$ cat src/rtl/mif_rd_resp.sv
// Memory-interface read responder: pops IBC read addresses, issues RAM reads, returns data in order.
// Optional statistics outputs are enabled by defining MIF_RD_RESP_STATS_EN.
module mif_rd_resp #(
    parameter int unsigned rAddrWidth = 28,
    parameter int unsigned rDataWidth = 64,
    parameter int unsigned RESP_DEPTH = 4
) (
    input  logic                  clk_bus,
    input  logic                  rst_bus,
    input  logic [rAddrWidth-1:0] ibc2mem_r_addr,
    input  logic                  ibc2mem_r_vld,
    output logic                  mem2ibc_en,
    output logic [rDataWidth-1:0] mem2ibc_data,
    output logic                  mem2ibc_data_en,
    output logic                  ram_req,
    output logic [rAddrWidth-1:0] ram_addr,
    input  logic                  ram_gnt,
    input  logic                  ram_rvld,
    input  logic [rDataWidth-1:0] ram_rdata,
    output logic                  err_unexp
`ifdef MIF_RD_RESP_STATS_EN
    ,
    output logic [31:0]                   stat_rd_issued,
    output logic [31:0]                   stat_rd_done,
    output logic [$clog2(RESP_DEPTH):0]   stat_max_out
`endif
);

    localparam int unsigned PW   = $clog2(RESP_DEPTH);
    localparam int unsigned CNTW = PW + 1;
    localparam int unsigned CW   = PW + 2;

    typedef enum logic {
        ST_IDLE,
        ST_REQ
    } state_t;

    state_t                  state;
    logic [CNTW-1:0]         outstanding;
    logic [CNTW-1:0]         wr_ptr;
    logic [CNTW-1:0]         rd_ptr;
    logic [rDataWidth-1:0]   fifo_mem [RESP_DEPTH];

    logic [CNTW-1:0]         fifo_cnt_c;
    logic [CW-1:0]           credits_used_c;
    logic                    credit_ok_c;
    logic                    gnt_acc_c;
    logic                    rvld_ok_c;
    logic                    fifo_pop_c;

    // A response is legal if a read is in flight or is being granted this same cycle.
    assign gnt_acc_c      = ram_req & ram_gnt;
    assign rvld_ok_c      = ram_rvld & ((outstanding != '0) | gnt_acc_c);
    assign fifo_cnt_c     = wr_ptr - rd_ptr;
    assign fifo_pop_c     = (fifo_cnt_c != '0);
    assign credits_used_c = CW'(outstanding) + CW'(fifo_cnt_c) + CW'(state == ST_REQ);
    assign credit_ok_c    = (credits_used_c < CW'(RESP_DEPTH));

    // Request FSM: capture address on the pop edge, hold the request until granted.
    always_ff @(posedge clk_bus or negedge rst_bus) begin
        if (!rst_bus) begin
            state      <= ST_IDLE;
            mem2ibc_en <= 1'b0;
            ram_req    <= 1'b0;
            ram_addr   <= '0;
        end else begin
            mem2ibc_en <= 1'b0;
            case (state)
                ST_IDLE: begin
                    if (ibc2mem_r_vld && credit_ok_c) begin
                        mem2ibc_en <= 1'b1;
                        ram_addr   <= ibc2mem_r_addr;
                        ram_req    <= 1'b1;
                        state      <= ST_REQ;
                    end
                end
                ST_REQ: begin
                    if (ram_gnt) begin
                        ram_req <= 1'b0;
                        state   <= ST_IDLE;
                    end
                end
                default: begin
                    ram_req <= 1'b0;
                    state   <= ST_IDLE;
                end
            endcase
        end
    end

    // Outstanding read count and sticky unexpected-response flag.
    always_ff @(posedge clk_bus or negedge rst_bus) begin
        if (!rst_bus) begin
            outstanding <= '0;
            err_unexp   <= 1'b0;
        end else begin
            case ({gnt_acc_c, rvld_ok_c})
                2'b10:   outstanding <= outstanding + CNTW'(1);
                2'b01:   outstanding <= outstanding - CNTW'(1);
                default: outstanding <= outstanding;
            endcase
            err_unexp <= err_unexp | (ram_rvld & ~rvld_ok_c);
        end
    end

    // Response FIFO storage needs no reset; pointers define validity.
    always_ff @(posedge clk_bus) begin
        if (rvld_ok_c) begin
            fifo_mem[wr_ptr[PW-1:0]] <= ram_rdata;
        end
    end

    always_ff @(posedge clk_bus or negedge rst_bus) begin
        if (!rst_bus) begin
            wr_ptr          <= '0;
            rd_ptr          <= '0;
            mem2ibc_data    <= '0;
            mem2ibc_data_en <= 1'b0;
        end else begin
            if (rvld_ok_c) begin
                wr_ptr <= wr_ptr + CNTW'(1);
            end
            mem2ibc_data_en <= fifo_pop_c;
            if (fifo_pop_c) begin
                mem2ibc_data <= fifo_mem[rd_ptr[PW-1:0]];
                rd_ptr       <= rd_ptr + CNTW'(1);
            end
        end
    end

`ifdef MIF_RD_RESP_STATS_EN
    // Free-running statistics; counters wrap naturally at 32 bits.
    always_ff @(posedge clk_bus or negedge rst_bus) begin
        if (!rst_bus) begin
            stat_rd_issued <= '0;
            stat_rd_done   <= '0;
            stat_max_out   <= '0;
        end else begin
            if (gnt_acc_c) begin
                stat_rd_issued <= stat_rd_issued + 32'd1;
            end
            if (mem2ibc_data_en) begin
                stat_rd_done <= stat_rd_done + 32'd1;
            end
            if (credits_used_c > CW'(stat_max_out)) begin
                stat_max_out <= credits_used_c[PW:0];
            end
        end
    end
`endif

endmodule

$ cat config.mk
export PLATFORM = sky130hd
export DESIGN_NAME = mif_rd_resp
export DESIGN_NICKNAME = d
export VERILOG_FILES = /design/src/rtl/mif_rd_resp.sv
export SDC_FILE = /design/constraint.sdc
export NUM_CORES = 1
export LEC_CHECK = 0
export CORE_MARGIN = 2
export CORE_UTILIZATION = 40
export DETAILED_ROUTE_END_ITERATION = 7
export HOLD_SLACK_MARGIN = 0.1
export PLACE_DENSITY = 0.65
export SYNTH_ARGS = -nofsm -noshare
export SYNTH_HDL_FRONTEND = slang
export SYNTH_SLANG_ARGS = --single-unit
$ cat constraint.sdc
create_clock -name clk_bus -period 3.7 [get_ports clk_bus]
set_input_delay 0.37 -clock clk_bus [delete_from_list [all_inputs] [get_ports clk_bus]]
set_output_delay 0.37 -clock clk_bus [all_outputs]
set_load 0.02 [all_outputs]
# Word-level counts from Yosys, hierarchy flattened
# Memories as Yosys holds them, arrays and structs flattened. A register that Yosys moved wholly into a read port is not among the register bits.
# Index checks and enable logic that the tools add are counted.
# classes
n_mux,10
add_sub_neg,7
div_mod_pow,0
reduce_logical,7
order_cmp,1
n_mul,0
n_bitwise,7
n_shift,0
eq_ne,4
# op_table
cell,count
$add A3 B1 Y3 const B,3
$mux W1,7
$pmux W3 S2,1
$reduce_bool A3 Y1,2
$add A3 B3 Y4,1
$add A4 B1 Y4,1
$lt A4 B3 Y1 const B,1
$ne A2 B2 Y1 const B,2
$pmux W1 S2,2
$reduce_and A2 Y1,2
$and A1 B1 Y1,3
$sub A3 B1 Y3 const B,1
$sub A3 B3 Y3,1
$eq A2 B1 Y1 const B,1
$eq A2 B2 Y1 const B,1
$not A1 Y1,2
$or A1 B1 Y1,2
$reduce_bool A2 Y1,1
$logic_and A1 B1 Y1,1
$logic_not A1 Y1,1
# totals
rom_bits,0
in_bits,97
latch_bits,0
ramBits,256
n_memories,1
ff_bits,42
# mem_list
name,words,width,read_ports,rd_ports_with_merged_regs,write_ports,line,source
fifo_mem,4,64,1,1,1,42,logic [rDataWidth-1:0] fifo_mem [RESP_DEPTH];

# Logic depth before layout (Yosys ltp)
# Gate-level depths: netlist of the first run.
# depth
word_depth,7
depth_mapped,11

# Least setup slack after synthesis of the first run
# Ideal clock, no wire load.
# synth_timing
path_kind,flip-flop to flip-flop
from,reg ram_req
to,mem fifo_mem[3][0] (enable)
required_time_ps,3209
setup_ps,491
path_buffers,0
path_stages_with_launch,3
path_slack_ps,-179
t_arrival_ps,3388
synth_period_minus_slack_ps,3879
cell_sequence,dfrtp_1 -> a2111oi_1 -> nor2_1
# synth_between
elab_chain_len,5
# synth_rtl
item,line,source
"start, declared",15,"output logic ram_req,"
"start signal, assigned",64,ram_req <= 1'b0;
"start signal, assigned",73,ram_req <= 1'b1;
"start signal, assigned",79,ram_req <= 1'b0;
$and A1 B1 Y1,52,assign gnt_acc_c = ram_req & ram_gnt;
$or A1 B1 Y1,53,assign rvld_ok_c = ram_rvld & ((outstanding != '0) | gnt_acc_c);
$and A1 B1 Y1,53,
$mux W1,108,if (rvld_ok_c) begin
$mux W1 (not written as such),109,fifo_mem[wr_ptr[PW-1:0]] <= ram_rdata;
"end, declared",42,
# Every way passes these cells.

# Worst setup path in the final report of the first run
# layout_timing
from,reg wr_ptr[0]
to,reg ram_addr[6]
# layout_between
elab_chain_len,6
# layout_rtl
item,line,source
"start, declared",40,logic [CNTW-1:0] wr_ptr;
"start signal, assigned",121,wr_ptr <= wr_ptr + CNTW'(1);
$sub A3 B3 Y3,54,assign fifo_cnt_c = wr_ptr - rd_ptr;
$add A3 B3 Y4,56,assign credits_used_c = CW'(outstanding) + CW'(fifo_cnt_c) + CW'(state == ST_REQ);
$add A4 B1 Y4,56,
$lt A4 B3 Y1,57,assign credit_ok_c = (credits_used_c < CW'(RESP_DEPTH));
$logic_and A1 B1 Y1,70,if (ibc2mem_r_vld && credit_ok_c) begin
$reduce_and A2 Y1 (no line),--,
"end signal, assigned",72,ram_addr <= ibc2mem_r_addr;
"end, declared",16,"output logic [rAddrWidth-1:0] ram_addr,"
# Every way passes these cells.
# A chain may end at the register's enable or synchronous reset.

==> metrics.md, run 1 <==
| Metric | Value |
|---|---|
| Worst-Margin Slew | 1.02 ns |
| Synthesized area | 13400 um^2 |
| Die H | 187 um |
| Area of the multi-input gates | 2910 um^2 |
| Hold Crit Class | in2reg |
| Largest net degree at the start of global routing | 67 |
| Clock Sinks | 362 |
| Fmax | 333 MHz |
| Max VDD drop | 0.000561 V |
| Most frequent cells in the layout | edfxtp_1, clkdlybuf4s50_1, dfrtp_1, mux2_2, mux4_2 |
| Register area share after synthesis | 0.771 |
| Die Area | 35000 um^2 |
| Die W | 187 um |
| Worst setup SP type | register |
| Max cap viols | 0 |
| Clock latency on the worst-skew pair | 0.52 ns |
| Clock skew | 0.0137 ns |
| Gpl congestion | 0.756 |
| Clock Tree Buf Depth | 3 |
| Hold_buf cts | 1 |
| Via count | 6396 |
| Crit path max fanout | 31 |
| Core Box Area | 33300 um^2 |
| Non-Filler Instances | 1303 |
| CTS buffer count | 39 |
| Data arrival time of the critical path | 3.40 ns |
| Hold slack final | 0.461 ns |
| Pleak | 6.06 nW |
| H-tree depth | 2 |
| Syn Nets | 707 |
| Avg Cell Area, Syn | 22.4 um^2 |
| Slew Limit Fails | 0 |
| Core Util, Final | 0.518 |
| Total negative slack | 0 ns |
| Drt via density | 4.91 |
| CTS tree | done |
| CTS root buf | clkbuf_16 |
| Final hold vios | 0 |
| Final global-route overflow total | 0 |
| Crit path time final | 3.01 ns |
| DRT Pass-1 Iters | 4 |
| Tot GR Track Use | 0.150 |
| Commonest non-fill, non-tap cell in the layout | edfxtp_1 |
| Post-CTS setup buffers | 0 |
| Layout cells sized above 1 | 0.246 |
| Top cells by area, synth | edfxtp_1, dfrtp_1, mux4_2, mux2_2, mux2_1 |
| Final wirelength | 25700 um |
| CP max-delay cell | dfrtp_1 |
| Vias in the first global route | 6978 |
| Kind of cell adding the most delay to the critical path | adder cells |
| Critical Path RT | 4.09 ns |
| Pwr Density | 913 nW/um^2 |
| Placed Area | 16000 um^2 |
| Max stage delay on crit path | 0.40 ns |
| Design area | 17200 um^2 |
| CP Buf/Inv Count | 3 |
| Clock slew at reported path FFs | 0.06 ns |
| Fillers | 2666 |
| Placed Cells incl. Taps | 1229 |
| PostCTS Resize Cnt | 0 |
| Yosys top cell area share | 0.574 |
| Yosys cell types | 27 |
| Initial antenna violation count | 1 |
| Nets@finish | 932 |
| First-pass GRT wire length | 40700 um |
| Worst-path cell chain | inv_1, ha_1, inv_1, fa_1, xnor3_1, ha_1, nor4_1, and3_1, buf_4, mux2_2 |
| Final setup violation count | 0 |
| Crit end category | register |
| RSZ-0062 raised after global routing | no |
| DR WL/cell | 19.7 um |
| Relative slew slack | 0.317 |
| Antenna-violating nets left | 0 |
| Outcome | finished clean |
| Hpwl dp | 15200 um |
| Dominant cell type by area after synthesis | edfxtp_1 |
| Number of port buffers | 192 |
| Yosys warning count | 0 |
| Remaining DRCs | 0 |
| Fin crit share | 0.812 |
| Starting Density | 0.403 |
| Sequential cell area | 10300 um^2 |
| FP Rows | 67 |
| I/O pin count | 193 |
| FF+latch count, synth | 362 |
| Iteration-0 DRC Markers | 386 |
| Critical path class | reg2reg |
| Layout area overhead | 28.5% |
| Mapped Cells | 598 |
sequential cells by signal (all words and copies together) (netlist names):
name             flops
fifo_mem           256
mem2ibc_data        64
ram_addr            28
outstanding          3
rd_ptr               3
wr_ptr               3
err_unexp            1
mem2ibc_data_en      1
mem2ibc_en           1
ram_req              1
state                1
cells by family (layout without fill, tap and decap cells):
kind of cell    count (synthesis)  in the layout  synth area share
compound gates                  5              5           0.00280
xor+xnor                        8              8           0.00625
fa+ha+maj                      12             12            0.0123
buf+inv                        36            292            0.0132
flops                         362            362             0.771
mux                           160            160             0.188
other cells                     0              1                 0
simple gates                   15             15           0.00597
final cells by class:
| class | instances | share of cell area |
|---|---|---|
| Clock buffer | 57 | 0.0654 |
| Multi-Input combinational cell | 200 | 0.169 |
| Tap cell | 448 | 0.0325 |
| Timing Repair Buffer | 210 | 0.123 |
| Inverter | 10 | 0.00218 |
| Sequential cell | 362 | 0.601 |
| Clock inverter | 15 | 0.00712 |
| Antenna cell | 1 | 0.000145 |
stage by stage:
step / power, W / setup slack (ns)
4_1_cts: 0.0160 / 0.682
6_report: 0.0157 / 0.695
3_3_place_gp: 0.0121 / 0.716
5_1_grt: 0.0166 / 0.478
3_5_place_dp: 0.0122 / 0.698
2_1_floorplan: 0.0100 / 0.471
path summary, 6_finish.rpt:
check                      cells after the start  slack [ns]                           end                  start
min in group asynchronous                      2        0.54  mem2ibc_data[33]$_DFFE_PN0P_                rst_bus
max reg2reg                                   10        0.69       ram_addr[6]$_DFFE_PN0P_  wr_ptr[0]$_DFFE_PN0P_
max in group asynchronous                      3        2.36  mem2ibc_data[49]$_DFFE_PN0P_                rst_bus
min                                            2        0.46      ram_addr[26]$_DFFE_PN0P_     ibc2mem_r_addr[26]
min reg2reg                                    1        0.47           err_unexp$_DFF_PN0_    err_unexp$_DFF_PN0_
max                                           10        0.69       ram_addr[6]$_DFFE_PN0P_  wr_ptr[0]$_DFFE_PN0P_
worst reg2reg max path, cell delays in order, from the launching register on:
cell     delay (ns)
dfrtp_1        0.40
inv_1          0.14
ha_1           0.17
inv_1          0.04
fa_1           0.40
xnor3_1        0.31
ha_1           0.26
nor4_1         0.24
and3_1         0.18
buf_4          0.34
mux2_2         0.40
per-layer routing:
| metal | up-vias | part of all wire | global-route usage |
|---|---|---|---|
| li1 | 2835 | - | - |
| met1 | 3333 | 0.44 | 0.203 |
| met5 | - | 0 | 0 |
| met3 | 30 | 0.052 | 0.0304 |
| met2 | 198 | 0.50 | 0.248 |
| met4 | 0 | 0.014 | 0.0430 |
Yosys cell counts:
cell	n
edfxtp_1	256
dfrtp_1	106
mux2_2	65
mux4_2	64
mux2_1	30
buf_2	12
ha_1	10
inv_1	10
clkbuf_1	9
nand2_1	4
xor2_1	4
a21o_1	3
and2_1	3
buf_6	3
nor2_1	3
xnor2_1	3
fa_1	2
nor2b_1	2
a2111oi_1	1
a21oi_1	1
and3_1	1
buf_1	1
buf_4	1
mux2i_1	1
nor3_2	1
nor4_1	1
xnor3_1	1
power breakdown:
| part | internal [W] | switching [W] | total (W) |
|---|---|---|---|
| Combinational | 0.00306 | 0.00283 | 0.00590 |
| Sequential | 0.00565 | 0.000458 | 0.00611 |
| Clock | 0.00220 | 0.00152 | 0.00372 |
No activity file was read; power rests on OpenSTA's default activity.
==> inputs of run 2 (changes only) <==
--- a/config.mk
+++ b/config.mk
@@ -9,7 +9,7 @@
 export CORE_UTILIZATION = 40
 export DETAILED_ROUTE_END_ITERATION = 7
 export HOLD_SLACK_MARGIN = 0.1
-export PLACE_DENSITY = 0.65
+export PLACE_DENSITY = 0.63
 export SYNTH_ARGS = -nofsm -noshare
 export SYNTH_HDL_FRONTEND = slang
 export SYNTH_SLANG_ARGS = --single-unit
==> constraint.sdc (replaced) <==
create_clock -name clk_bus -period 3 [get_ports clk_bus]
set_input_delay 0.3 -clock clk_bus [delete_from_list [all_inputs] [get_ports clk_bus]]
set_output_delay 0.3 -clock clk_bus [all_outputs]
set_load 0.02 [all_outputs]
==> metrics.md, run 2 (same netlist as run 1, synthesis figures left out) <==
| Metric | Value |
|---|---|
| Critical Path RT | 3.39 ns (-0.70 ns) |
| Via count | 6415 (+0.30%) |
| Max cap viols | 0 (unchanged) |
| Gpl congestion | 0.729 (-3.6%) |
| Remaining DRCs | 0 (unchanged) |
| Fmax | 357 MHz (+7.4%) |
| Number of port buffers | 192 (unchanged) |
| Layout area overhead | 29.0% |
| FP Rows | 67 (unchanged) |
| Commonest non-fill, non-tap cell in the layout | edfxtp_1 |
| Fillers | 2731 (+2.4%) |
| Crit path max fanout | 9 (-71%) |
| Pleak | 6.10 nW (+0.54%) |
| Max VDD drop | 0.000782 V (+39%) |
| Die H | 187 um (unchanged) |
| Vias in the first global route | 6934 (-0.63%) |
| Reg-to-Reg Start | wr_ptr[0]$_DFFE_PN0P_ |
| CTS buffer count | 39 (unchanged) |
| Hold Crit Class | in2async |
| Crit path time final | 2.80 ns (-0.206 ns) |
| CTS root buf | clkbuf_16 |
| Area of the multi-input gates | 2920 um^2 (+0.26%) |
| Worst-Margin Slew | 1.04 ns (+0.0154 ns) |
| Clock Sinks | 362 (unchanged) |
| Drt via density | 4.92 (+0.22%) |
| Crit end category | register |
| Sequential cell area | 10300 um^2 (unchanged) |
| Hold slack final | 0.396 ns (-0.0656 ns) |
| Worst setup startpoint | wr_ptr[0]$_DFFE_PN0P_ |
| Antenna-violating nets left | 0 (unchanged) |
| Tot Pwr | 0.0196 W (+25%) |
| Tot GR Track Use | 0.147 (-0.00302) |
| Slew Limit Fails | 0 (unchanged) |
| DR WL/cell | 19.4 um (-1.5%) |
| Number of flip-flops under the largest register name | 256 (unchanged) |
| Nets@finish | 934 (+0.21%) |
| Non-Filler Instances | 1304 (+0.077%) |
| Clock skew | 0.0137 ns (+0.00000270 ns) |
| Initial antenna violation count | 1 (unchanged) |
| Max stage delay on crit path | 0.40 ns (about the same) |
| Clock Tree Buf Depth | 3 (unchanged) |
| Critical path class | reg2reg |
| Clock latency on the worst-skew pair | 0.51 ns (about the same) |
| Outcome | finished clean |
| Final global-route overflow total | 0 (unchanged) |
| DRT Pass-1 Iters | 4 (unchanged) |
| Largest net degree at the start of global routing | 67 (unchanged) |
| Fin crit share | 0.933 (+0.121) |
| Die Area | 35000 um^2 (unchanged) |
| CP max-delay cell | dfrtp_1 |
| CTS tree | done |
| Setup WS post-layout | 0.201 ns (-0.494 ns) |
| First-pass GRT wire length | 40000 um (-1.7%) |
| Worst setup SP type | register |
| Pre-CTS WS | 0.193 ns (-0.505 ns) |
| Hpwl dp | 14400 um (-5.5%) |
| I/O pin count | 193 (unchanged) |
| Layout cells sized above 1 | 0.244 (-0.00146) |
| Pwr Density | 1130 nW/um^2 (+24%) |
| Relative slew slack | 0.307 (-0.0103) |
| Total negative slack | 0 ns (unchanged) |
| Post-CTS setup buffers | 0 (unchanged) |
| Iteration-0 DRC Markers | 349 (-9.6%) |
| Core Box Area | 33300 um^2 (unchanged) |
| Die W | 187 um (unchanged) |
| Placed Cells incl. Taps | 1231 (+0.16%) |
| Worst-path cell chain | inv_1, ha_1, inv_1, fa_1, xnor3_2, ha_1, nor4_2, and3_1, buf_4, mux2_2 |
| Clock slew at reported path FFs | 0.06 ns (about the same) |
| RSZ-0062 raised after global routing | no |
| Final wirelength | 25300 um (-1.4%) |
| Final setup violation count | 0 (unchanged) |
| Starting Density | 0.403 (unchanged) |
| H-tree depth | 2 (unchanged) |
| Data arrival time of the critical path | 3.18 ns (-0.22 ns) |
| Most frequent cells in the layout | edfxtp_1, clkdlybuf4s50_1, dfrtp_1, mux2_2, mux4_2 |
| Final hold vios | 0 (unchanged) |
run 2: timing repair:
| item | 4_1_cts | 5_1_grt |
|---|---|---|
| endpoints found under the setup margin | 0 | 28 |
| hold buffers | 1 | 0 |
| gates resized for setup | 0 | 2 |
| endpoints found under the hold margin | 45 | 0 |
run 2: report_power, final:
group | total [W] | switching (W) | internal (W)
registers | 0.00752 | 0.000552 | 0.00697
clock network | 0.00472 | 0.00182 | 0.00291
logic | 0.00738 | 0.00350 | 0.00389
run 2: path summary, 6_finish.rpt:
path,to,slack [ns],cells after the start
worst min-delay path,mem2ibc_data[11]$_DFFE_PN0P_,0.40,2
min in group clk_bus,ram_addr[9]$_DFFE_PN0P_,0.41,2
worst min register to register,err_unexp$_DFF_PN0_,0.46,1
worst max-delay path,ram_addr[5]$_DFFE_PN0P_,0.20,10
worst max register to register,ram_addr[5]$_DFFE_PN0P_,0.20,10
max in group asynchronous,mem2ibc_data[30]$_DFFE_PN0P_,1.88,3
run 2: area by class of cell:
cell class	count	share of cell area
clock buffers	58	0.0642
multi-input cells	200	0.169
flip-flops and latches	362	0.598
well taps	448	0.0324
diodes	1	0.000145
clock inverters	13	0.00926
inverters	10	0.00217
repair buffers	212	0.125
run 2: critical path: cells and delay by family (launching register included):
family | cells | cell delay, ns
XOR/XNOR | 1 | 0.28
buffers and inverters | 3 | 0.33
flip-flops | 1 | 0.40
AND/OR/NAND/NOR | 2 | 0.48
multiplexers | 1 | 0.35
adder cells (fa/ha/maj) | 3 | 0.84
run 2: metal layers:
layer | part of all wire | GRT usage | routed length (um) | up-vias
li1 | - | - | - | 2842
met1 | 0.45 | 0.201 | 11300 | 3347
met2 | 0.47 | 0.237 | 12000 | 185
met3 | 0.061 | 0.0353 | 1550 | 41
met4 | 0.020 | 0.0412 | 496 | 0
met5 | 0 | 0 | 0 | -
run 2: through the flow:
stage	cell area, um^2	util
after floorplan	13400	-
after global placement	16000	0.481
after detailed placement	16000	0.481
after CTS	17300	0.519
after global routing	17300	0.520
final	17300	0.520
